**src/rtl/mul32_seq_ctrl.sv**
```systemverilog
// mul32_seq_ctrl: sequential control stage around a combinational 32x32
// unsigned multiplier. Operands are registered as magnitudes and held for
// SETTLE_CYCLES clocks. The product is then captured, re-signed and offered
// downstream over a valid/ready handshake. Holding the inputs turns the long
// ripple path through the multiplier into a registered multicycle path.
module mul32_seq_ctrl #(
  parameter int SETTLE_CYCLES = 4
) (
  input  logic        clk,
  input  logic        rst_n,
  input  logic        in_valid,
  output logic        in_ready,
  input  logic [31:0] in_a,
  input  logic [31:0] in_b,
  input  logic        in_signed,
  output logic [31:0] mul_a,
  output logic [31:0] mul_b,
  input  logic [63:0] mul_product,
  output logic        out_valid,
  input  logic        out_ready,
  output logic [63:0] out_product,
  output logic        busy
);

  typedef enum logic [1:0] {
    IDLE   = 2'd0,
    SETTLE = 2'd1,
    DONE   = 2'd2
  } state_t;

  // The counter starts at SETTLE_CYCLES-1, so the capture happens exactly
  // SETTLE_CYCLES edges after the accept edge.
  localparam logic [3:0] CNT_LOAD = 4'(SETTLE_CYCLES - 1);

  generate
    if (SETTLE_CYCLES < 1 || SETTLE_CYCLES > 15) begin : g_bad_settle
      $error("mul32_seq_ctrl: SETTLE_CYCLES must be in 1..15");
    end
  endgenerate

  state_t      state_reg;
  state_t      state_next;
  logic [3:0]  cnt_reg;
  logic        neg_reg;
  logic [31:0] mul_a_reg;
  logic [31:0] mul_b_reg;
  logic [63:0] out_product_reg;
  logic        out_valid_reg;

  logic        accept;
  logic        capture;
  logic        retire;

  // Both operands go through the same magnitude conversion. The two's
  // complement negation is mod 2^32, so 0x80000000 maps to itself, which is
  // the correct unsigned magnitude 2^31.
  logic [31:0] op_in  [2];
  logic [31:0] op_mag [2];

  assign op_in[0] = in_a;
  assign op_in[1] = in_b;

  genvar gi;
  generate
    for (gi = 0; gi < 2; gi++) begin : g_mag
      assign op_mag[gi] = (in_signed & op_in[gi][31]) ? (~op_in[gi] + 32'd1)
                                                       : op_in[gi];
    end
  endgenerate

  // State register.
  always_ff @(posedge clk or negedge rst_n) begin
    if (!rst_n) begin
      state_reg <= IDLE;
    end else begin
      state_reg <= state_next;
    end
  end

  // Next-state logic and the per-state strobes that drive the datapath.
  always_comb begin
    state_next = state_reg;
    accept     = 1'b0;
    capture    = 1'b0;
    retire     = 1'b0;
    case (state_reg)
      IDLE: begin
        if (in_valid) begin
          accept     = 1'b1;
          state_next = SETTLE;
        end
      end
      SETTLE: begin
        if (cnt_reg == 4'd0) begin
          capture    = 1'b1;
          state_next = DONE;
        end
      end
      DONE: begin
        if (out_ready) begin
          retire     = 1'b1;
          state_next = IDLE;
        end
      end
      default: state_next = IDLE;
    endcase
  end

  // Datapath: operand capture, settle countdown and result capture/hold.
  // The result is kept after the handshake; only out_valid drops.
  always_ff @(posedge clk or negedge rst_n) begin
    if (!rst_n) begin
      mul_a_reg       <= 32'd0;
      mul_b_reg       <= 32'd0;
      neg_reg         <= 1'b0;
      cnt_reg         <= 4'd0;
      out_product_reg <= 64'd0;
      out_valid_reg   <= 1'b0;
    end else begin
      if (accept) begin
        mul_a_reg <= op_mag[0];
        mul_b_reg <= op_mag[1];
        neg_reg   <= in_signed & (in_a[31] ^ in_b[31]);
        cnt_reg   <= CNT_LOAD;
      end else if (state_reg == SETTLE && cnt_reg != 4'd0) begin
        cnt_reg <= cnt_reg - 4'd1;
      end

      if (capture) begin
        out_product_reg <= neg_reg ? (~mul_product + 64'd1) : mul_product;
        out_valid_reg   <= 1'b1;
      end else if (retire) begin
        out_valid_reg <= 1'b0;
      end
    end
  end

  assign in_ready    = (state_reg == IDLE);
  assign busy        = (state_reg != IDLE);
  assign mul_a       = mul_a_reg;
  assign mul_b       = mul_b_reg;
  assign out_valid   = out_valid_reg;
  assign out_product = out_product_reg;

endmodule

```
**config.mk**
```make
export PLATFORM = sky130hd
export DESIGN_NAME = mul32_seq_ctrl
export DESIGN_NICKNAME = d
export VERILOG_FILES = /design/src/rtl/mul32_seq_ctrl.sv
export SDC_FILE = /design/constraint.sdc
export NUM_CORES = 1
export LEC_CHECK = 0
export BUFFER_PORTS_ARGS = -buffer_cell sky130_fd_sc_hd__buf_2
export CORE_MARGIN = 2
export CORE_UTILIZATION = 51
export CTS_CLUSTER_DIAMETER = 30
export DETAILED_ROUTE_END_ITERATION = 6
export HOLD_SLACK_MARGIN = 0.12
export PLACE_DENSITY = 0.81
export SLEW_MARGIN = 20
export SYNTH_ARGS = -nofsm -noshare
export SYNTH_HDL_FRONTEND = slang
export SYNTH_SLANG_ARGS = --single-unit
```
**constraint.sdc**
```tcl
create_clock -name clk -period 2.65 [get_ports clk]
set_clock_uncertainty 0.2 [all_clocks]
set_input_delay 0.265 -clock clk [delete_from_list [all_inputs] [get_ports clk]]
set_output_delay 0.265 -clock clk [all_outputs]
set_load 0.03 [all_outputs]
```
==> impl_results.md <==
- Routed Wire Length: 29.4 mm
- Max Slew Vio Count: 0
- Final Instance Count excl. Fillers: 1498
- Total global-route track usage: 35.5%
- Pre-CTS setup slack: -0.0954 ns
- Avg Synthesized Cell Area: 8.81 um2
- CTS tree: done
- Post-Synth XOR/XNOR Area: 14.0%
- Vias in the first global route: 9057
- Seq/Total Area, Yosys: 44.6%
- Layout cells sized above 1: 28.7%
- RSZ-0062 raised after global routing: true
- Most used DFF post-synth: dfrtp_1
- Starting Density: 52.3%
- Syn Inst Count: 865
- Num CTS Buffers: 17
- Mux cell area share after synthesis: 0.131%
- PnR worst setup slack: -0.139 ns
- H-tree Lvls: 4
- CP Data Arrival Time: 2.86 ns
- Fillers: 815
- Synth Register Bits: 136
- Number of flops mapped to enable cells by yosys: 0
- First-pass GRT wire length: 45.4 mm
- Worst Hold Depth: 5
- Area added between synthesis and finish: 53.1%
- Ys async rst share: 100%
- Clock Pin Slew Worst Setup and Hold Paths: 0.06 ns
- CTS max path bufs: 2
- PwrDens: 1060 nW/um2
- DP HPWL: 16.2 mm
- Vias per cell: 6.06
- Critical path launch point type: input port
- FMAX: 359 MHz
- Routed Antenna Nets: 0
- GR Overflow Total: 0
- Worst Path Required: 2.73 ns
- Post-synthesis compound-gate area fraction: 18.3%
- Die Ht: 126 um
- Worst vdd ir: 0.673 mV
- Placer Congestion: 0.856
- Clock sink count: 136
- Status: complete, but fails checks
- Root Driver: clkbuf_16
- Fin crit share: 105%
- DR pass1 iterations: 6
- Reg2Reg Depth: 5
- I/O pins: 264
- Yosys cell types: 46
- Adder-cell area share of the yosys netlist: 0.656%
- Pleak: 5.40 nW
- Hold Crit Class: input port to register
- Min Tclk post-route: 2.79 ns
- Pin count of the biggest net entering global routing: 86
- Failing checks: setup timing
- Post-Synth Simple-Gate Area: 19.4%
- Initial antenna violation count: 1
- Yosys warning count: 0
- Placed insts: 1316
- Buffers on Ports: 263
- Clock Latency Late Sink: 0.41 ns
- Critical path capture point type: register
- # DRC: 0
- Row Count: 44
- Worst-Margin Slew: 0.701 ns
- Initial DRC Count: 983
- Syn nets: 1002
- Worst Hold Slack: 0.138 ns
- Nets: 1438
- Die ar.: 15900 um2
- Largest family of logic cells by synthesized area: simple AND/OR/NAND/NOR gates
- DIE WIDTH: 126 um
- Most frequent cells in the layout: 261 x buf_2, 159 x nand2_1, 149 x dlygate4sd3_1
- Commonest non-fill, non-tap cell in the layout: buf_2
- Slew HR: 53.0%
- Type of the worst setup path: input port to register
- Routed vias: 9082
- Final setup fails: 2
- Mapped Area: 7620 um2
- Endpoints failing hold: 0
- Max Cap Viol: 0
- Placeable core region: 14600 um2
- Max reg flops: 64
- Crit path max fanout: 3
- WL per Instance: 19.6 um
## cells in the mapped netlist, types with 3 or more instances
cell        n  area [um2]
nand4_1     6        37.5
o31ai_1    22         165
o21ai_0   136         681
nor4_1     11        68.8
ha_1        4        50.1
nand2b_1    6        37.5
nand3_1    12        60.1
a31oi_1     5        31.3
dfrtp_1   136        3400
o41ai_1    21         184
nor2_1     40         150
and2_1      4        25.0
clkbuf_1   42         158
xor2_1     88         771
inv_1      13        48.8
nor3_1     14        70.1
nor2b_1     3        18.8
or3_1       8        50.1
or4_1      23         173
and3_1      3        18.8
o21ai_1    20         100
xnor2_1    34         298
a21oi_1    26         130
nand2_1   160         601
nor4_2      3        37.5
## power by group
group	internal [W]	leakage [nW]	total, W	switching (W)
Clock	0.00153	0.288	0.00243	0.000904
Sequential	0.00310	1.66	0.00377	0.000667
Combinational	0.00189	3.45	0.00616	0.00427
## path summary, 6_finish.rpt
check                                       from                     endpoint  slack, ns
max                                     in_b[27]        mul_b[29]$_DFFE_PN0P_      -0.14
min                                      in_b[1]         mul_b[1]$_DFFE_PN0P_       0.14
max reg2reg                  neg_reg$_DFFE_PN0P_   out_product[3]$_DFFE_PN0P_       0.45
min reg2reg                mul_a[28]$_DFFE_PN0P_        mul_a[28]$_DFFE_PN0P_       0.27
max in group asynchronous                  rst_n        mul_b[18]$_DFFE_PN0P_       1.32
min in group asynchronous                  rst_n  out_product[15]$_DFFE_PN0P_       0.16
## through the flow
step | area, um2 | total power (W) | utilization (%) | TNS, ns
4_1_cts | 11600 | 0.0120 | 79.2 | 0
3_5_place_dp | 9440 | 0.00940 | 64.7 | -0.235
6_report | 11700 | 0.0124 | 80.0 | -0.176
3_3_place_gp | 9440 | 0.00924 | 64.7 | 0
5_1_grt | 11700 | 0.0130 | 80.0 | -0.464
2_1_floorplan | 7620 | 0.00754 | - | 0
## worst max-delay path: stages
cell	delay, ns
dlygate4sd3_1	0.54
buf_2	0.15
or3_4	0.39
nor4_4	0.33
nand3_2	0.18
o21ai_2	0.18
xor2_1	0.16
dlygate4sd3_1	0.57
o21ai_1	0.09
## timing repair
item	in CTS	in global routing
setup endpoints to repair	0	16
hold endpoints to repair	268	0
resized for setup	0	27
buffers inserted	0	1
hold buffers	151	0
## layout make-up
type | instances | area (um2) | share of cell area [%]
Sequential cell | 136 | 3400 | 29.2
Clock inverter | 6 | 87.6 | 0.751
Inverter | 14 | 52.6 | 0.450
Tap cell | 184 | 230 | 1.97
Antenna cell | 1 | 2.50 | 0.0214
Multi-Input combinational cell | 671 | 4140 | 35.5
Clock buffer | 25 | 515 | 4.42
Timing Repair Buffer | 461 | 3240 | 27.8
## logic make-up after synthesis
family / count (synthesis)
xor gates and xnor gates: 122
buffers and inverters: 58
muxes: 1
AOI/OAI and AO/OA: 239
adders and majority gates: 4
DFF: 136
and+or+nand+nor: 305
## per-layer routing
metal | routed length (um) | vias up | GRT usage, %
met2 | 14500 | 729 | 61.3
met5 | 0 | - | 0
met4 | 1490 | 0 | 18.9
met3 | 2880 | 177 | 9.64
met1 | 10500 | 4253 | 40.1
li1 | - | 3923 | -
No activity file was read; power rests on OpenSTA's default activity.
